`config.mk`:
```
export PLATFORM = sky130hd
export DESIGN_NAME = oc28_seq_ctrl_flat
export DESIGN_NICKNAME = d
export VERILOG_FILES = /design/src/rtl/oc28_seq_ctrl_pkg.sv /design/src/rtl/oc28_seq_ctrl_if.sv /design/src/rtl/oc28_seq_ctrl_ones_count7.sv /design/src/rtl/oc28_seq_ctrl.sv /design/src/flat_wrapper.sv
export SDC_FILE = /design/constraint.sdc
export NUM_CORES = 1
export LEC_CHECK = 0
export ABC_CLOCK_PERIOD_IN_PS = 6770
export CORE_ASPECT_RATIO = 1.4
export CORE_MARGIN = 2
export CORE_UTILIZATION = 55
export DETAILED_ROUTE_END_ITERATION = 8
export PLACE_DENSITY_LB_ADDON = 0.25
export SYNTH_ARGS = -nofsm -noshare
export SYNTH_HDL_FRONTEND = slang
export SYNTH_SLANG_ARGS = --single-unit
```
`constraint.sdc`:
```
create_clock -name clk -period 6.77 [get_ports clk]
set_input_delay 1.354 -clock clk [delete_from_list [all_inputs] [get_ports clk]]
set_output_delay 1.354 -clock clk [all_outputs]
set_load 0.02 [all_outputs]
```
`src/rtl/oc28_seq_ctrl_pkg.sv`:
```
// Shared constants, FSM state type and the count-width helper for oc28_seq_ctrl.
package oc_pkg;

    localparam int SLICE_W = 7;

    typedef enum logic [1:0] {
        IDLE = 2'd0,
        RUN  = 2'd1,
        DONE = 2'd2
    } oc_state_e;

    // Bits needed to hold the largest possible ones-count of the operand word.
    function automatic int count_w(input int nslice);
        return $clog2(SLICE_W * nslice + 1);
    endfunction

endpackage

```
`src/rtl/oc28_seq_ctrl_if.sv`:
```
// Request/result bundle for oc28_seq_ctrl; majority exists only with OC_MAJORITY_EN.
// Handshake: start is sampled only while busy=0; done is a one-cycle pulse with count (and majority) valid.
interface oc28_seq_ctrl_if
    import oc_pkg::*;
#(
    parameter int NSLICE = 4
) ();

    logic                           start;
    logic [SLICE_W*NSLICE-1:0]      data_in;
    logic                           busy;
    logic                           done;
    logic [count_w(NSLICE)-1:0]     count;
    oc_state_e                      state;
`ifdef OC_MAJORITY_EN
    logic                           majority;

    modport master (output start, data_in, input busy, done, count, state, majority);
    modport slave  (input start, data_in, output busy, done, count, state, majority);
`else
    modport master (output start, data_in, input busy, done, count, state);
    modport slave  (input start, data_in, output busy, done, count, state);
`endif

endinterface

```
`src/rtl/oc28_seq_ctrl_ones_count7.sv`:
```
// Combinational ones counter for a single 7-bit slice.
module ones_count7 (
    input  logic [6:0] din,
    output logic [2:0] ones
);

    always_comb begin
        ones = '0;
        for (int i = 0; i < 7; i++) begin
            ones = ones + 3'(din[i]);
        end
    end

endmodule

```
`src/rtl/oc28_seq_ctrl.sv`:
```
// Sequential ones counter: one 7-bit slice per cycle through a shared ones_count7.
// Optional feature macro OC_MAJORITY_EN adds a registered majority flag.
module oc28_seq_ctrl
    import oc_pkg::*;
#(
    parameter int NSLICE = 4
) (
    input  logic            clk,
    input  logic            rst_n,
    oc28_seq_ctrl_if.slave  bus
);

    localparam int W     = SLICE_W * NSLICE;
    localparam int CW    = count_w(NSLICE);
    localparam int IDX_W = $clog2(NSLICE);

    oc_state_e          state_q, state_d;
    logic [W-1:0]       shadow_q, shadow_d;
    logic [CW-1:0]      acc_q, acc_d;
    logic [IDX_W-1:0]   idx_q, idx_d;
    logic [CW-1:0]      count_q, count_d;
`ifdef OC_MAJORITY_EN
    logic               majority_q, majority_d;
`endif

    logic [SLICE_W-1:0] slice;
    logic [2:0]         slice_ones;
    logic [CW-1:0]      sum;

    always_comb begin
        slice = '0;
        for (int i = 0; i < NSLICE; i++) begin
            if (idx_q == IDX_W'(i)) slice = shadow_q[i*SLICE_W +: SLICE_W];
        end
    end

    ones_count7 u_ones (
        .din  (slice),
        .ones (slice_ones)
    );

    // Cannot overflow: CW covers the full-word maximum of 7*NSLICE.
    assign sum = acc_q + CW'(slice_ones);

    always_comb begin
        state_d  = state_q;
        shadow_d = shadow_q;
        acc_d    = acc_q;
        idx_d    = idx_q;
        count_d  = count_q;
`ifdef OC_MAJORITY_EN
        majority_d = majority_q;
`endif
        case (state_q)
            IDLE: begin
                if (bus.start) begin
                    shadow_d = bus.data_in;
                    acc_d    = '0;
                    idx_d    = '0;
                    state_d  = RUN;
                end
            end
            RUN: begin
                if (idx_q == IDX_W'(NSLICE - 1)) begin
                    count_d = sum;
`ifdef OC_MAJORITY_EN
                    majority_d = (sum > CW'(W / 2));
`endif
                    state_d = DONE;
                end else begin
                    acc_d = sum;
                    idx_d = idx_q + IDX_W'(1);
                end
            end
            DONE:    state_d = IDLE;
            default: state_d = IDLE;
        endcase
    end

    always_ff @(posedge clk or negedge rst_n) begin
        if (!rst_n) begin
            state_q  <= IDLE;
            shadow_q <= '0;
            acc_q    <= '0;
            idx_q    <= '0;
            count_q  <= '0;
`ifdef OC_MAJORITY_EN
            majority_q <= 1'b0;
`endif
        end else begin
            state_q  <= state_d;
            shadow_q <= shadow_d;
            acc_q    <= acc_d;
            idx_q    <= idx_d;
            count_q  <= count_d;
`ifdef OC_MAJORITY_EN
            majority_q <= majority_d;
`endif
        end
    end

    assign bus.busy  = (state_q != IDLE);
    assign bus.done  = (state_q == DONE);
    assign bus.count = count_q;
    assign bus.state = state_q;
`ifdef OC_MAJORITY_EN
    assign bus.majority = majority_q;
`endif

endmodule

```
`src/flat_wrapper.sv`:
```
// flat-port wrapper written by rule: the top's interface ports become plain ports
module oc28_seq_ctrl_flat import oc_pkg::*;
#(
    parameter int NSLICE = 4
)
  (clk, rst_n, bus_start, bus_data_in, bus_busy, bus_done, bus_count, bus_state);
  oc28_seq_ctrl_if #(.NSLICE(NSLICE)) bus_i ();
  input  logic clk;
  input  logic rst_n;
  input wire logic [$bits(bus_i.start)-1:0] bus_start;
  input wire logic [$bits(bus_i.data_in)-1:0] bus_data_in;
  output wire logic [$bits(bus_i.busy)-1:0] bus_busy;
  output wire logic [$bits(bus_i.done)-1:0] bus_done;
  output wire logic [$bits(bus_i.count)-1:0] bus_count;
  output wire logic [$bits(bus_i.state)-1:0] bus_state;
  assign bus_i.start = bus_start;
  assign bus_i.data_in = bus_data_in;
  assign bus_busy = bus_i.busy;
  assign bus_done = bus_i.done;
  assign bus_count = bus_i.count;
  assign bus_state = bus_i.state;
  oc28_seq_ctrl #(.NSLICE(NSLICE)) u_core (.clk(clk), .rst_n(rst_n), .bus(bus_i));
endmodule
```
* Word level (Yosys, flattened, before mapping)
Index checks and enable logic that the tools add are counted.
** Word-level totals
- Flip-flop bits (word level) :: 42
- Output and inout bits :: 9
** Operators by class
- Add/subtract/negate cells :: 8
- Eq/ne operators :: 8
- Muxes and demuxes :: 13
- Reductions and logical operators :: 8
** Operators with widths (count)
- two-way mux 7 bit :: 4
- adder 3 x 1 -> 3 bit :: 4
- two-way mux 5 bit :: 2
- one-hot mux 5 bit (2 select lines) :: 1
- two-way mux 2 bit :: 4
- one-hot mux 2 bit (2 select lines) :: 2
- == test 2 bit, second input constant :: 3
- AND reduction 2 bit :: 3
- adder 5 x 3 -> 5 bit :: 1
- == test 2 x 1 -> 1 bit, second input constant :: 2
- zero test 2 bit :: 2
- inequality test 2 bit, second input constant :: 2
- nonzero test 2 bit :: 2
- adder 2 x 1 -> 3 bit :: 1
- AND reduction 3 bit :: 1
- adder 1 x 1 -> 2 bit :: 1
- adder 2 x 1 -> 2 bit, second input constant :: 1
- inequality test 2 x 1 -> 1 bit, second input constant :: 1

* Logic depth before layout (Yosys ltp)
Gate-level depths: netlist of the first run.
- Word-level depth :: 14
- Gate-level depth with buffers :: 19
- Mapped depth without buffers :: 18

* Cells and area by module
Synthesis of the first run repeated with hierarchy kept, for this count alone.
** Unflattened totals
- Cell total of the unflattened synthesis :: 174
- Area, all modules :: 2094.5 µm²
** By module, submodules not included
- oc28_seq_ctrl :: instances 1, cells each 160, area each 1961.9 µm², sequential area each 1051.0 µm²
- ones_count7 :: instances 1, cells each 14, area each 132.6 µm², sequential area each 0.0 µm²

* Worst setup path after synthesis of the first run
OpenSTA, ideal clock, no wires.
- Path kind :: register to register
- From :: register u_core.idx_q[0]
- To :: register u_core.acc_q[4]
- Arrival :: 3906 ps
- Path slack :: 2736 ps
- Stages on the path, launching flop included :: 19
- Path buffers :: 1
- Clock period less this slack :: 4034 ps
- Cell sequence :: dfrtp_1 > ha_1 > clkbuf_1 > nand2_1 > a21oi_1 > a21oi_1 > o21ai_1 > fa_1 > inv_1 > fa_1 > inv_1 > fa_1 > ha_1 > inv_1 > fa_1 > nand2b_1 > a21oi_1 > or2_0 > a31oi_1
** On the way
- Longest elaborated chain between the ends :: 14
- Elaborated cells between the ends (all ways) :: 19
- Those cells by class :: add/sub (7); eq/ne (4); mux (6); reduce/logical (2)
** Ends and longest elaborated chain
- start: declaration :: RTL line oc28_seq_ctrl.sv:20 : logic [IDX_W-1:0] idx_q, idx_d;
- start signal: assignment :: RTL line oc28_seq_ctrl.sv:94 : idx_q <= idx_d;
- zero test 2 bit :: RTL line oc28_seq_ctrl.sv:33 : if (idx_q == IDX_W'(i)) slice = shadow_q[i*SLICE_W +: SLICE_W];
- two-way mux 7 bit (4 in series) :: RTL line oc28_seq_ctrl.sv:33
- adder 1 x 1 -> 2 bit :: RTL line oc28_seq_ctrl_ones_count7.sv:10 : ones = ones + 3'(din[i]);
- adder 2 x 1 -> 3 bit :: RTL line oc28_seq_ctrl_ones_count7.sv:10
- adder 3 x 1 -> 3 bit (4 in series) :: RTL line oc28_seq_ctrl_ones_count7.sv:10
- adder 5 x 3 -> 5 bit :: RTL line oc28_seq_ctrl.sv:43 : assign sum = acc_q + CW'(slice_ones);
- two-way mux 5 bit :: RTL line oc28_seq_ctrl.sv:64 : if (idx_q == IDX_W'(NSLICE - 1)) begin
- one-hot mux 5 bit (2 select lines) :: RTL line oc28_seq_ctrl.sv:54 : case (state_q)
- end signal: assignment :: RTL line oc28_seq_ctrl.sv:84 : acc_q <= '0;
- end signal: assignment :: RTL line oc28_seq_ctrl.sv:93 : acc_q <= acc_d;
- end: declaration :: RTL line oc28_seq_ctrl.sv:19 : logic [CW-1:0] acc_q, acc_d;
Several ways; a longest one is shown, not always the timed one. The select of a mux whose other input is x is not followed.
A chain may end at the register's enable or synchronous reset.

* Final worst setup path of the first run
- From :: register u_core.idx_q[1]
- To :: register u_core.count_q[4], in the netlist u_core.bus.count[4]
** On the way
- Longest elaborated chain between the ends :: 12
- Elaborated cells between the ends (all ways) :: 16
- Those cells by class :: add/sub (7); eq/ne (3); mux (4); reduce/logical (2)
** Ends and longest elaborated chain
- zero test 2 bit :: RTL line oc28_seq_ctrl.sv:33
- two-way mux 7 bit (4 in series) :: RTL line oc28_seq_ctrl.sv:33
- adder 1 x 1 -> 2 bit :: RTL line oc28_seq_ctrl_ones_count7.sv:10
- adder 2 x 1 -> 3 bit :: RTL line oc28_seq_ctrl_ones_count7.sv:10
- adder 3 x 1 -> 3 bit (4 in series) :: RTL line oc28_seq_ctrl_ones_count7.sv:10
- adder 5 x 3 -> 5 bit :: RTL line oc28_seq_ctrl.sv:43
- end signal: assignment :: RTL line oc28_seq_ctrl.sv:95 : count_q <= count_d;
- end: declaration :: RTL line oc28_seq_ctrl.sv:21 : logic [CW-1:0] count_q, count_d;
Several ways; a longest one is shown, not always the timed one.

==> qor.yml, run 1 <==
final_common_cell: "dfrtp_1"
synth_cell_types: 30
crit_type: "reg2reg"
cts-resized-gates: 0
clkTransAtPathRegs_ns: 0.07
status: "complete, no violations"
path_max_fanout: 14
whs_ns: 0.496
synth-edff-count: 0
synth_area_mm2: 0.00212
antenna_cells: 0
finish.utilization: 0.710
holdBufCountCts: 0
cp.required_ns: 6.94
drc: 0
relSlewSlack: 0.389
cts_tree: "built"
cp-startpoint: "u_core.idx_q[1]"
layout.nets: 271
rsz0062_at_grt: "false"
dp_hpwl_mm: 3.33
dr_wl_met2_mm: 2.44
finalHoldViolations: 0
clock.fmax_mhz: 221
fill_cells: 261
clkLatencyLatePin_ns: 0.29
dr.first_iter.drc_count: 69
tns_ns: 0
drt-wirelength-per-cell_um: 16.7
highest_layer: "met4"
slew_viol_final: 0
ctsRootBufferMaster: "clkbuf_8"
place_area_mm2: 0.00253
grt_pass1_vias: 1662
ys_async_sr_fraction: 1.00
core-area_mm2: 0.00368
worst-r2r-setup-slack_ns: 2.25
htree_levels: 2
synthCells: 185
tightest_slew_ns: 0.916
fin_crit_ns: 4.52
yosysWarnings: 0
ys_ff_latch: 42
overflow: 0
fin_crit_sh: 0.668
yosysTopAreaCell: "dfrtp_1"
ys.flop_type: "dfrtp_1"
post_cts_buffers: 0
fp.dieW_um: 56.5
fin_area_mm2: 0.00261
wl_mm: 4.46
ant_nets: 0
vias_per_cell: 5.65
pin_count: 40
final_cell_mix: "42 x dfrtp_1, 38 x clkdlybuf4s50_1, 28 x mux2_1, 20 x nand2_1, 17 x a21oi_1"
maxCapViolCount: 0
hold_path_class: "reg2reg"
finalWeightedCongestion: 0.873
grt_max_degree: 43
rows: 26
cts_buffers: 5
synth_area_leaders: "dfrtp_1 50%, mux2_1 15%, ha_1 6.5%, a21oi_1 4.0%, fa_1 3.8%"
drive_above_1_share: 0.0578
path_cells: "inv_1 > ha_1 > nand3b_1 > a21oi_1 > a21oi_1 > o21ai_1 > fa_1 > inv_1 > fa_1 > inv_1 > fa_1 > ha_1 > inv_1 > fa_1 > nand2b_1 > a21oi_1 > xnor2_1 > o21ai_1"
reg2reg_from: "u_core.idx_q[1]"
r2r-end: "u_core.bus.count[4]"
die_area_mm2: 0.00437
cts.path.max_buffers: 2
cpPeakStageDelay_ns: 0.54
die_h_um: 77.5
critPathLaunchType: "flip-flop"
end_kind: "flip-flop"
met3_length_um: 176
slowest_stage: "fa_1"
critPathArrivalTime_ns: 4.69
area_growth_pct: 23.1
crit_path_end: "u_core.bus.count[4]"
rr_worst_depth: 18
setup_viol: 0
ys_seq_area_frac: 0.496
dr.pass1.iters: 4
grt_use_total: 0.223
start_util: 0.577
synthDominantCellAreaShare: 0.496
synth_nets: 231
grt_antenna_before_repair: 0
finClkSkew_ns: 0.00329
cts.sinks: 42
syn_area_per_cell_um2: 11.5
io_buffers: 39
vias: 1509
grt_first_pass_wirelength_mm: 7.65
drt-met1-wl_mm: 1.75
==> flip-flops by register name, indices dropped and copies added, names as in the netlist <==
| register | count |
|---|---|
| u_core.bus.count | 5 |
| u_core.shadow_q | 28 |
| u_core.acc_q | 5 |
| u_core.bus.state | 2 |
| u_core.idx_q | 2 |
==> how the worst min path moves through the flow <==
| stage | from | end | slack, ns | cells after the start |
|---|---|---|---|---|
| after CTS | u_core.shadow_q[24] | u_core.shadow_q[24] | 0.50 | 1 |
| after floorplan | u_core.acc_q[2] | u_core.acc_q[2] | 0.45 | 2 |
| after global placement | u_core.shadow_q[14] | u_core.shadow_q[14] | 0.47 | 1 |
| after global routing | u_core.shadow_q[25] | u_core.shadow_q[25] | 0.52 | 1 |
| final | u_core.shadow_q[24] | u_core.shadow_q[24] | 0.50 | 1 |
| after detailed placement | u_core.shadow_q[24] | u_core.shadow_q[24] | 0.48 | 1 |
==> final cells by class <==
class / count / area [um2] / share of cell area
Tap cell: 42 / 52.6 / 0.0201
Sequential cell: 42 / 1050 / 0.403
Inverter: 13 / 48.8 / 0.0187
Clock buffer: 7 / 76.3 / 0.0293
Timing Repair Buffer: 40 / 393 / 0.151
Multi-Input combinational cell: 123 / 987 / 0.378
==> cells in the mapped netlist (2+ instances only) <==
cell type / n
a22o_1: 2
nand3b_1: 5
nand2_1: 20
mux2_1: 28
clkbuf_1: 3
nor3b_2: 2
a22oi_1: 2
o21ai_1: 15
a21oi_1: 17
nand2b_1: 2
nor2_1: 2
xnor2_1: 2
ha_1: 11
buf_4: 3
inv_1: 11
inv_2: 2
fa_1: 4
dfrtp_1: 42
==> critical path: cells and delay by family (launching register included) <==
| kind | cells | cell delay, ns |
|---|---|---|
| AO/OA/AOI/OAI | 5 | 0.65 |
| buffers and inverters | 4 | 0.29 |
| adder cells (fa/ha/maj) | 6 | 2.54 |
| flip-flops | 1 | 0.41 |
| XOR/XNOR | 1 | 0.18 |
| AND/OR/NAND/NOR | 2 | 0.33 |
==> cells by family after synthesis <==
| group | Yosys count | share of synthesized area |
|---|---|---|
| fa+ha+maj | 15 | 0.103 |
| buf+inv | 20 | 0.0413 |
| xor+xnor | 3 | 0.0124 |
| mux | 28 | 0.149 |
| simple gates | 38 | 0.0974 |
| compound gates | 39 | 0.102 |
| flops | 42 | 0.496 |
==> layer usage <==
layer | vias up | GRT usage
met5 | - | 0
met4 | 0 | 0.0738
met3 | 10 | 0.0400
met2 | 40 | 0.394
met1 | 749 | 0.271
li1 | 710 | -
==> stage by stage <==
stage / worst slack (ns) / instances
finish: 2.25 / 267
global route: 1.95 / 267
CTS: 2.24 / 267
detailed placement: 2.28 / 260
global placement: 2.50 / 260
floorplan: 2.74 / 185
Power of run 1 is left out: the tool's default activity adds up to more than one toggle a clock period on the data nets, which glitch-free logic cannot reach.
==> run 2, diff against run 1 <==
--- a/config.mk
+++ b/config.mk
@@ -5,10 +5,10 @@
 export SDC_FILE = /design/constraint.sdc
 export NUM_CORES = 1
 export LEC_CHECK = 0
-export ABC_CLOCK_PERIOD_IN_PS = 6770
+export ABC_CLOCK_PERIOD_IN_PS = 3900
 export CORE_ASPECT_RATIO = 1.4
 export CORE_MARGIN = 2
-export CORE_UTILIZATION = 55
+export CORE_UTILIZATION = 47
 export DETAILED_ROUTE_END_ITERATION = 8
 export PLACE_DENSITY_LB_ADDON = 0.25
 export SYNTH_ARGS = -nofsm -noshare
==> constraint.sdc (replaced) <==
create_clock -name clk -period 3.9 [get_ports clk]
set_input_delay 0.78 -clock clk [delete_from_list [all_inputs] [get_ports clk]]
set_output_delay 0.78 -clock clk [all_outputs]
set_load 0.02 [all_outputs]
==> run 2 against run 1 <==
The run now ends with negative setup slack left. Die area is 16% higher. Count of clock-buffer cells in the layout is 1 lower. Critical path depth stayed put. Flip-flop and latch count stayed put. Clock skew is 0.0061 ns higher. Via count is 1.6% higher. Final area is 11% higher. Worst hold slack worse by 0.0063 ns. Worst setup slack worse by 2.3 ns. Final cell count is 12% higher. Core utilization is 3.3 points lower.
==> qor.yml, run 2 (same netlist as run 1, synthesis figures left out) <==
dr.first_iter.drc_count: 30  # -57%
grt_max_degree: 43  # unchanged
preCtsSetupSlack_ns: -0.147  # -2.43 ns
slowest_stage: "fa_1"
grt_use_total: 0.185  # -0.0388
drc: 0  # unchanged
htree_levels: 2  # unchanged
cts_tree: "built"
critPathArrivalTime_ns: 4.16  # -0.53 ns
fin_crit_sh: 1.02  # +0.352
setup_viol: 3  # +3
rsz0062_at_grt: "true"
fp.dieW_um: 60.8  # +7.6%
overflow: 0  # unchanged
dr.pass1.iters: 4  # unchanged
cp.required_ns: 4.08  # -2.86 ns
cpLargestDelayFamily: "adder cells"
regArea_mm2: 0.00105  # +0.12%
area_growth_pct: 36.5
violations: "negative setup slack"
final_cell_mix: "41 x dfrtp_1, 38 x clkdlybuf4s50_1, 28 x mux2_1, 19 x nand2_1"
finalHoldViolations: 0  # unchanged
fill_cells: 333  # +28%
io_buffers: 39  # unchanged
finClkSkew_ns: 0.00940  # +0.00610 ns
grt_antenna_before_repair: 0  # unchanged
multi_input_area_mm2: 0.00110  # +12%
finalNonFillerCells: 299  # +12%
wl_mm: 4.23  # -5.1%
cts.path.max_buffers: 2  # unchanged
vias: 1533  # +1.6%
drive_above_1_share: 0.209  # +0.151
clkTransAtPathRegs_ns: 0.08  # about the same
vias_per_cell: 5.13  # -9.3%
placedCellCount: 289  # +11%
largest_register: "u_core.shadow_q"
die_area_mm2: 0.00507  # +16%
core-area_mm2: 0.00427  # +16%
clock.fmax_mhz: 252  # +14%
clkLatencyLatePin_ns: 0.29  # about the same
fin_crit_ns: 3.97  # -0.545 ns
path_cells: "inv_2 > ha_4 > nand3b_1 > a21oi_2 > a21oi_1 > o21ai_1 > fa_1 > inv_1 > fa_1 > inv_2 > fa_1 > ha_2 > inv_2 > fa_2 > nand2b_4 > a21oi_4 > xnor2_1 > o21ai_1"
rows: 28  # +7.7%
largest_register_ffs: 28  # unchanged
path_max_fanout: 6  # -8
ctsRootBufferMaster: "clkbuf_8"
slew_viol_final: 0  # unchanged
maxCapViolCount: 0  # unchanged
grt_first_pass_wirelength_mm: 7.10  # -7.2%
layout.nets: 285  # +5.2%
pin_count: 40  # unchanged
critPathBufInv: 4  # unchanged
cts.sinks: 42  # unchanged
critPathLaunchType: "flip-flop"
final_common_cell: "dfrtp_1"
die_h_um: 83.5  # +7.8%
antenna_cells: 0  # unchanged
finish.utilization: 0.677  # -0.0326
tightest_slew_ns: 0.908  # -0.00868 ns
grt_pass1_vias: 1554  # -6.5%
crit_type: "reg2reg"
worst_slack_ns: -0.0747  # -2.33 ns
dp_hpwl_mm: 3.01  # -9.5%
end_kind: "flip-flop"
status: "finished with violations"
relSlewSlack: 0.395  # +0.00579
cts_buffers: 5  # unchanged
ant_nets: 0  # unchanged
drt-wirelength-per-cell_um: 14.1  # -15%
start_util: 0.496  # -0.0807
hold_path_class: "reg2reg"
finalWeightedCongestion: 0.774  # -11%
cpPeakStageDelay_ns: 0.54  # about the same
## run 2: changes by cell type in the layout (fill, tap and decap cells not counted), moves of 2 or more
cell	before	now
inv_1	11	7
a21oi_1	17	12
clkbuf_1	2	0
a21oi_2	0	4
inv_2	2	6
ha_4	0	3
buf_4	1	14
ha_2	0	2
ha_1	11	6
## run 2: what timing repair did
action                                  in CTS  in global routing
endpoints found under the setup margin       3                  8
resized for setup                            8                 14
hold buffers                                 0                  0
pin swaps                                    3                  9
hold endpoints to repair                     0                  0
setup buffers                                1                  2
## run 2: per-layer routing
layer  wire length (um)  vias to the layer above  track usage
met5                  0                        -            0
met4                 59                        0       0.0711
met3                187                        6       0.0326
met2               2240                       27        0.305
met1               1740                      762        0.232
li1                   -                      738            -
## run 2: final timing paths
path / startpoint / end / slack, ns / depth (start not counted)
worst max-delay path: u_core.idx_q[1] / u_core.bus.count[4] / -0.07 / 18
worst min-delay path: u_core.shadow_q[12] / u_core.shadow_q[12] / 0.49 / 1
worst max register to register: u_core.idx_q[1] / u_core.bus.count[4] / -0.07 / 18
worst min register to register: u_core.shadow_q[12] / u_core.shadow_q[12] / 0.49 / 1
max in group asynchronous: rst_n / u_core.idx_q[0] / 2.67 / 1
min in group asynchronous: rst_n / u_core.shadow_q[8] / 0.62 / 1
## run 2: area by class of cell
type                       instances  share of cell area
multi-input combinational        123               0.381
clock buffer                       6              0.0285
tap                               60              0.0259
inverter                          13              0.0169
clock inverter                     1              0.0104
sequential                        42               0.364
timing repair buffer              54               0.173
## run 2: through the flow
stage                     hold WS, ns  setup TNS [ns]  cell area [um2]
after floorplan                 0.450               0             2160
after global placement          0.471         -0.0754             2660
after detailed placement        0.479          -0.300             2660
after CTS                       0.496          -0.161             2820
after global routing            0.518           -1.11             2890
final                           0.489          -0.145             2890
Power of run 2 is left out for the same reason.
